[config.mk]
export PLATFORM = sky130hd
export DESIGN_NAME = rsa_seq_ctrl
export DESIGN_NICKNAME = d
export VERILOG_FILES = /design/src/rtl/rsa_pkg.sv /design/src/rtl/rsa_seq_timeout.sv /design/src/rtl/rsa_seq_ctrl.sv
export SDC_FILE = /design/constraint.sdc
export NUM_CORES = 1
export LEC_CHECK = 0
export CORE_MARGIN = 2
export CORE_UTILIZATION = 39
export CTS_BUF_LIST = sky130_fd_sc_hd__clkbuf_4 sky130_fd_sc_hd__clkbuf_8 sky130_fd_sc_hd__clkbuf_16
export DETAILED_ROUTE_END_ITERATION = 12
export PLACE_DENSITY_LB_ADDON = 0.15
export SYNTH_ARGS = -nofsm -noshare
export SYNTH_HDL_FRONTEND = slang
export SYNTH_SLANG_ARGS = --single-unit
[constraint.sdc]
create_clock -name HCLK -period 4.8 [get_ports HCLK]
set_input_delay 0.72 -clock HCLK [delete_from_list [all_inputs] [get_ports HCLK]]
set_output_delay 0.72 -clock HCLK [all_outputs]
set_load 0.02 [all_outputs]
[src/rtl/rsa_pkg.sv]
// Shared definitions for the RSA sequencer: state encoding, operand select codes
// and the operand word-count derivation.
package rsa_pkg;

   typedef enum logic [2:0] {
      S_IDLE  = 3'd0,
      S_LOAD  = 3'd1,
      S_RUN   = 3'd2,
      S_FETCH = 3'd3,
      S_DRAIN = 3'd4,
      S_DONE  = 3'd5
   } state_e;

   localparam logic [1:0] OP_M    = 2'd0;
   localparam logic [1:0] OP_E    = 2'd1;
   localparam logic [1:0] OP_NMOD = 2'd2;

   localparam int CNT_W = 7;
   localparam int IDX_W = 6;

   // 32-bit words per operand
   function automatic int calc_words(input int k, input int n);
      return (k * n) / 32;
   endfunction

endpackage

[src/rtl/rsa_seq_timeout.sv]
// Run-phase watchdog: counts while enabled, cleared while not, flags all-ones.
module rsa_seq_timeout #(
   parameter int TMO_W = 16
) (
   input  logic HCLK,
   input  logic HRESETn,
   input  logic clr_i,
   input  logic en_i,
   output logic expire_o
);

   logic [TMO_W-1:0] cnt_q;

   always_ff @(posedge HCLK or negedge HRESETn) begin
      if (!HRESETn)  cnt_q <= '0;
      else if (clr_i) cnt_q <= '0;
      else if (en_i)  cnt_q <= cnt_q + 1'b1;
   end

   assign expire_o = &cnt_q;

endmodule

[src/rtl/rsa_seq_ctrl.sv]
// RSA job sequencer: streams M/E/Nmod from the forward FIFO into the core,
// starts it, then drains the result into the backward FIFO.
module rsa_seq_ctrl
   import rsa_pkg::*;
#(
   parameter int K     = 128,
   parameter int N     = 16,
   parameter int TMO_W = 16
) (
   input  logic             HCLK,
   input  logic             HRESETn,
   input  logic             start,
   input  logic             frd_vld,
   output logic             frd_rdy,
   input  logic [31:0]      frd_dat,
   output logic             op_we,
   output logic [1:0]       op_sel,
   output logic [IDX_W-1:0] op_idx,
   output logic [31:0]      op_dat,
   output logic             core_start,
   input  logic             core_done,
   output logic             res_re,
   output logic [IDX_W-1:0] res_idx,
   input  logic [31:0]      res_dat,
   output logic             bwr_vld,
   input  logic             bwr_rdy,
   output logic [31:0]      bwr_dat,
   output logic             finish,
   output logic             busy,
   output logic             err
);

   localparam int               W    = calc_words(K, N);
   localparam logic [CNT_W-1:0] LAST = CNT_W'(W - 1);

   state_e           state_q, state_d;
   logic [CNT_W-1:0] cnt_q, cnt_d;
   logic [1:0]       sel_q, sel_d;
   logic             start_q;
   logic             cs_q, cs_d;
   logic             fin_q, fin_d;
   logic             err_q, err_d;
   logic             cap_q, cap_d;
   logic [31:0]      dat_q, dat_d;
   logic             start_rise, acc, tmo_exp;

   assign start_rise = start & ~start_q;
   assign acc        = (state_q == S_LOAD) & frd_vld;

   rsa_seq_timeout #(.TMO_W(TMO_W)) u_tmo (
      .HCLK     (HCLK),
      .HRESETn  (HRESETn),
      .clr_i    (state_q != S_RUN),
      .en_i     (state_q == S_RUN),
      .expire_o (tmo_exp)
   );

   always_comb begin
      state_d = state_q;
      cnt_d   = cnt_q;
      sel_d   = sel_q;
      cs_d    = 1'b0;
      fin_d   = fin_q;
      err_d   = err_q;
      cap_d   = 1'b0;
      dat_d   = dat_q;
      case (state_q)
         S_IDLE, S_DONE: begin
            if (start_rise) begin
               state_d = S_LOAD;
               cnt_d   = '0;
               sel_d   = OP_M;
               fin_d   = 1'b0;
               err_d   = 1'b0;
            end
         end
         S_LOAD: begin
            if (acc) begin
               if (cnt_q == LAST) begin
                  cnt_d = '0;
                  if (sel_q == OP_NMOD) begin
                     sel_d   = OP_M;
                     cs_d    = 1'b1;
                     state_d = S_RUN;
                  end else begin
                     sel_d = sel_q + 2'd1;
                  end
               end else begin
                  cnt_d = cnt_q + 1'b1;
               end
            end
         end
         S_RUN: begin
            // core_done wins over a coincident expiry
            if (core_done) begin
               state_d = S_FETCH;
            end else if (tmo_exp) begin
               err_d   = 1'b1;
               fin_d   = 1'b1;
               state_d = S_DONE;
            end
         end
         S_FETCH: begin
            cap_d   = 1'b1;
            state_d = S_DRAIN;
         end
         S_DRAIN: begin
            if (cap_q) dat_d = res_dat;
            if (bwr_rdy) begin
               if (cnt_q == LAST) begin
                  fin_d   = 1'b1;
                  state_d = S_DONE;
               end else begin
                  cnt_d   = cnt_q + 1'b1;
                  state_d = S_FETCH;
               end
            end
         end
         default: state_d = S_IDLE;
      endcase
   end

   always_ff @(posedge HCLK or negedge HRESETn) begin
      if (!HRESETn) begin
         state_q <= S_IDLE;
         cnt_q   <= '0;
         sel_q   <= OP_M;
         start_q <= 1'b0;
         cs_q    <= 1'b0;
         fin_q   <= 1'b0;
         err_q   <= 1'b0;
         cap_q   <= 1'b0;
         dat_q   <= '0;
      end else begin
         state_q <= state_d;
         cnt_q   <= cnt_d;
         sel_q   <= sel_d;
         start_q <= start;
         cs_q    <= cs_d;
         fin_q   <= fin_d;
         err_q   <= err_d;
         cap_q   <= cap_d;
         dat_q   <= dat_d;
      end
   end

   assign frd_rdy    = (state_q == S_LOAD);
   assign op_we      = acc;
   assign op_sel     = frd_rdy ? sel_q : 2'd0;
   assign op_idx     = frd_rdy ? cnt_q[IDX_W-1:0] : '0;
   assign op_dat     = acc ? frd_dat : 32'd0;
   assign core_start = cs_q;
   assign res_re     = (state_q == S_FETCH);
   assign res_idx    = res_re ? cnt_q[IDX_W-1:0] : '0;
   assign bwr_vld    = (state_q == S_DRAIN);
   // first DRAIN cycle forwards the read data, later cycles hold the captured copy
   assign bwr_dat    = !bwr_vld ? 32'd0 : (cap_q ? res_dat : dat_q);
   assign finish     = fin_q;
   assign err        = err_q;
   assign busy       = (state_q != S_IDLE) && (state_q != S_DONE);

endmodule

==> flow_summary.yaml <==
outcome:
  run_status: "complete, no violations"
floorplan:
  chipWidth_um: 103.7
  core-area_um2: 9729
  die_area_um2: 10750
  io-pin-count: 156
  start_util_pct: 39.84
  die-height_um: 103.7
  placement_rows: 36
min_path:
  timing.hold.worst.class: "input pin to asynchronous set/reset pin"
worst_setup_path:
  timing.setup.critical_path_class: "input pin to primary output"
  cp.required_ns: 4.08
  crit_arrival_ns: 2.83
  critical_path.startpoint_type: "input pin"
  end_kind: "primary output"
  timing.critical_path.fanout_max: 35
yosys:
  synth_seq_cells: 65
  synth_area_per_cell_um2: 10.23
  mappedNetlistArea_um2: 3876
  number_of_cells_produced_by_synthesis: 379
  synth_warnings: 0
  asyncSetResetFlopFracSynth_pct: 100.0
  synth-main-ff-cell: "dfrtp_1"
  synth.yosys.seq_area_share_pct: 41.96
  netlist-cell-type-count: 49
  number_of_enable_flip_flop_cells_after_synthesis: 0
  mappedNetlistNets: 451
grt:
  vias_in_the_first_global_route: 3393
  antenna_violations_before_repair: 0
  grt_overflow_total: 0
  grtUsageTotal_pct: 18.63
  largest_net_degree_at_the_start_of_global_routing: 37
  grt_first_pass_wirelength_um: 16220
sta:
  max_clock_freq_mhz: 281.7
  fin_setup_tns_ns: 0
  finalClockSkew_ns: 0.008498
  relSlewSlack_pct: 35.77
  final-hold-violation-count: 0
  timing.final.ws_setup_ns: 1.250
  post-route-min-period_ns: 3.550
  timing.final.max_slew_violations: 0
  grt_setup_unrepaired: "false"
  final.period_utilization_pct: 73.95
  worst_slew_pin_slew_ns: 0.9635
  finalSetupViolations: 0
finish:
  most-common-layout-cells: "clkdlybuf4s50_1, dfrtp_1, nor2_1"
  num-fill-cells: 859
  layout_area_growth_over_synthesis_pct: 47.22
  final-instance-count-excl-fill: 661
  mostFrequentLayoutCell: "clkdlybuf4s50_1"
  num_antenna_cells: 0
  sequential_cell_area_um2: 1628
  final_design_area_no_fill_um2: 5707
  post_route_cells_drive_above_1_share_pct: 12.12
  finalNetCount: 595
  multi_input_area_um2: 2067
detailed_routing:
  wire_per_inst_um: 14.71
  via_count: 3294
  drt_iter0_drc: 146
  drt_pass1_iterations: 4
  drc_errors: 0
  finalWirelength_um: 9724
  detail-route-antenna-nets: 0
  viasPerCell: 4.983
clock_tree:
  cts-htree-levels: 3
  clk_pin_slew_worst_paths_ns: 0.07
  cts_max_path_buffers: 2
  insertion_delay_of_the_later_clocked_pin_in_the_worst_skew_pair_ns: 0.34
  ctsRootBufferMaster: "clkbuf_8"
  cts_tree: "built"
  tritoncts.num_buffers: 9
  clkSinkCount: 65
  post_cts_resize_count: 0
  number_of_setup_buffers_added_after_cts: 0
  cts_hold_repair.buffers: 0
place:
  post-dp-hpwl_um: 7067
  placedCellCount: 645
  numPortBuffers: 155
  place_area_um2: 5464
  placement.setup.worst_slack_ns: 1.240
  routabilityCongestion: 0.8214
power:
  cellPowerDensity_nw_per_um2: 452.6
  ir_worst_vdd_v: 0.0002056
  p_leak_nw: 2.295
run:
  max_cap_viol_count: 0
[report_power, final]
| part | total, W | switching [W] | internal (W) |
|---|---|---|---|
| clock | 0.000563 | 0.000219 | 0.000345 |
| sequential | 0.000853 | 0.000156 | 0.000698 |
| combinational | 0.00117 | 0.000556 | 0.000610 |
| total | 0.00258 | 0.000931 | 0.00165 |
[layer usage]
| metal | part of all wire [%] | track usage (%) | wire length [µm] | up-vias |
|---|---|---|---|---|
| met5 | 0 | 0 | 0 | - |
| met4 | 2.1 | 8.108 | 204 | 0 |
| met3 | 7.2 | 4.909 | 704 | 15 |
| met2 | 46 | 30.18 | 4461 | 145 |
| met1 | 45 | 23.51 | 4353 | 1541 |
| li1 | - | - | - | 1593 |
[area by class of cell]
type | instances | share of cell area, %
multi-input combinational | 278 | 36.22
sequential | 65 | 28.52
timing repair buffer | 156 | 27.23
tap | 133 | 2.916
clock buffer | 9 | 2.171
clock inverter | 7 | 2.083
inverter | 13 | 0.8551
[Yosys cell counts (all sizes together), types with 4 or more instances]
cell     n  area [µm²]
nor2b    4       25.02
mux2i   34       340.3
nand2   10       37.54
a21oi    7       35.03
inv     13       48.80
nand3   15       87.59
nand2b   5       36.29
or3      4       25.02
buf     14       100.1
o221ai   4       35.03
mux2    33       484.2
o21ai   10       50.05
dfrtp   65        1627
xor2     8       70.07
and2    37       234.0
clkbuf   9       33.78
nor2    58       217.7
nor3     8       40.04
nand4   10       83.83
[flip-flops by register name (all words and copies together), names as in the netlist]
| name | cells |
|---|---|
| err | 1 |
| start_q | 1 |
| cnt_q | 7 |
| state_q | 3 |
| dat_q | 32 |
| cap_q | 1 |
| core_start | 1 |
| u_tmo.cnt_q | 16 |
| finish | 1 |
| sel_q | 2 |
[worst max-delay path, stage by stage]
cell	delay, ns
clkdlybuf4s50_1	0.52
and3_1	0.74
and2_1	0.23
clkdlybuf4s50_1	0.61
[worst paths after layout]
path,to,cells past startpoint,start,slack [ns]
max,op_dat[1],4,frd_vld,1.25
min,dat_q[23],1,HRESETn,0.42
max reg2reg,dat_q[0],5,state_q[0],2.25
min reg2reg,u_tmo.cnt_q[0],1,u_tmo.cnt_q[0],0.45
max in group asynchronous,cap_q,2,HRESETn,3.44
min in group HCLK,u_tmo.cnt_q[0],1,u_tmo.cnt_q[0],0.45
[metrics by stage]
step                power, W  utilization (%)  hold slack (ns)
finish              0.002583            58.65           0.4160
global route        0.002751            58.65           0.4734
CTS                 0.002609            58.65           0.4236
detailed placement  0.002030            56.16           0.4513
global placement    0.002011            56.16           0.4345
floorplan           0.001618                -           0.4244
[kinds of logic (layout without fill, tap and decap cells)]
kind of cell / count (synthesis) / in the layout / share of synthesized area (%)
simple gates: 160 / 160 / 22.14
mux: 67 / 67 / 21.27
flops: 65 / 65 / 41.96
compound gates: 39 / 39 / 7.005
buf+inv: 36 / 185 / 4.713
xor+xnor: 10 / 10 / 2.260
fa+ha+maj: 2 / 2 / 0.6455
Power figures use the tool's default switching activity.
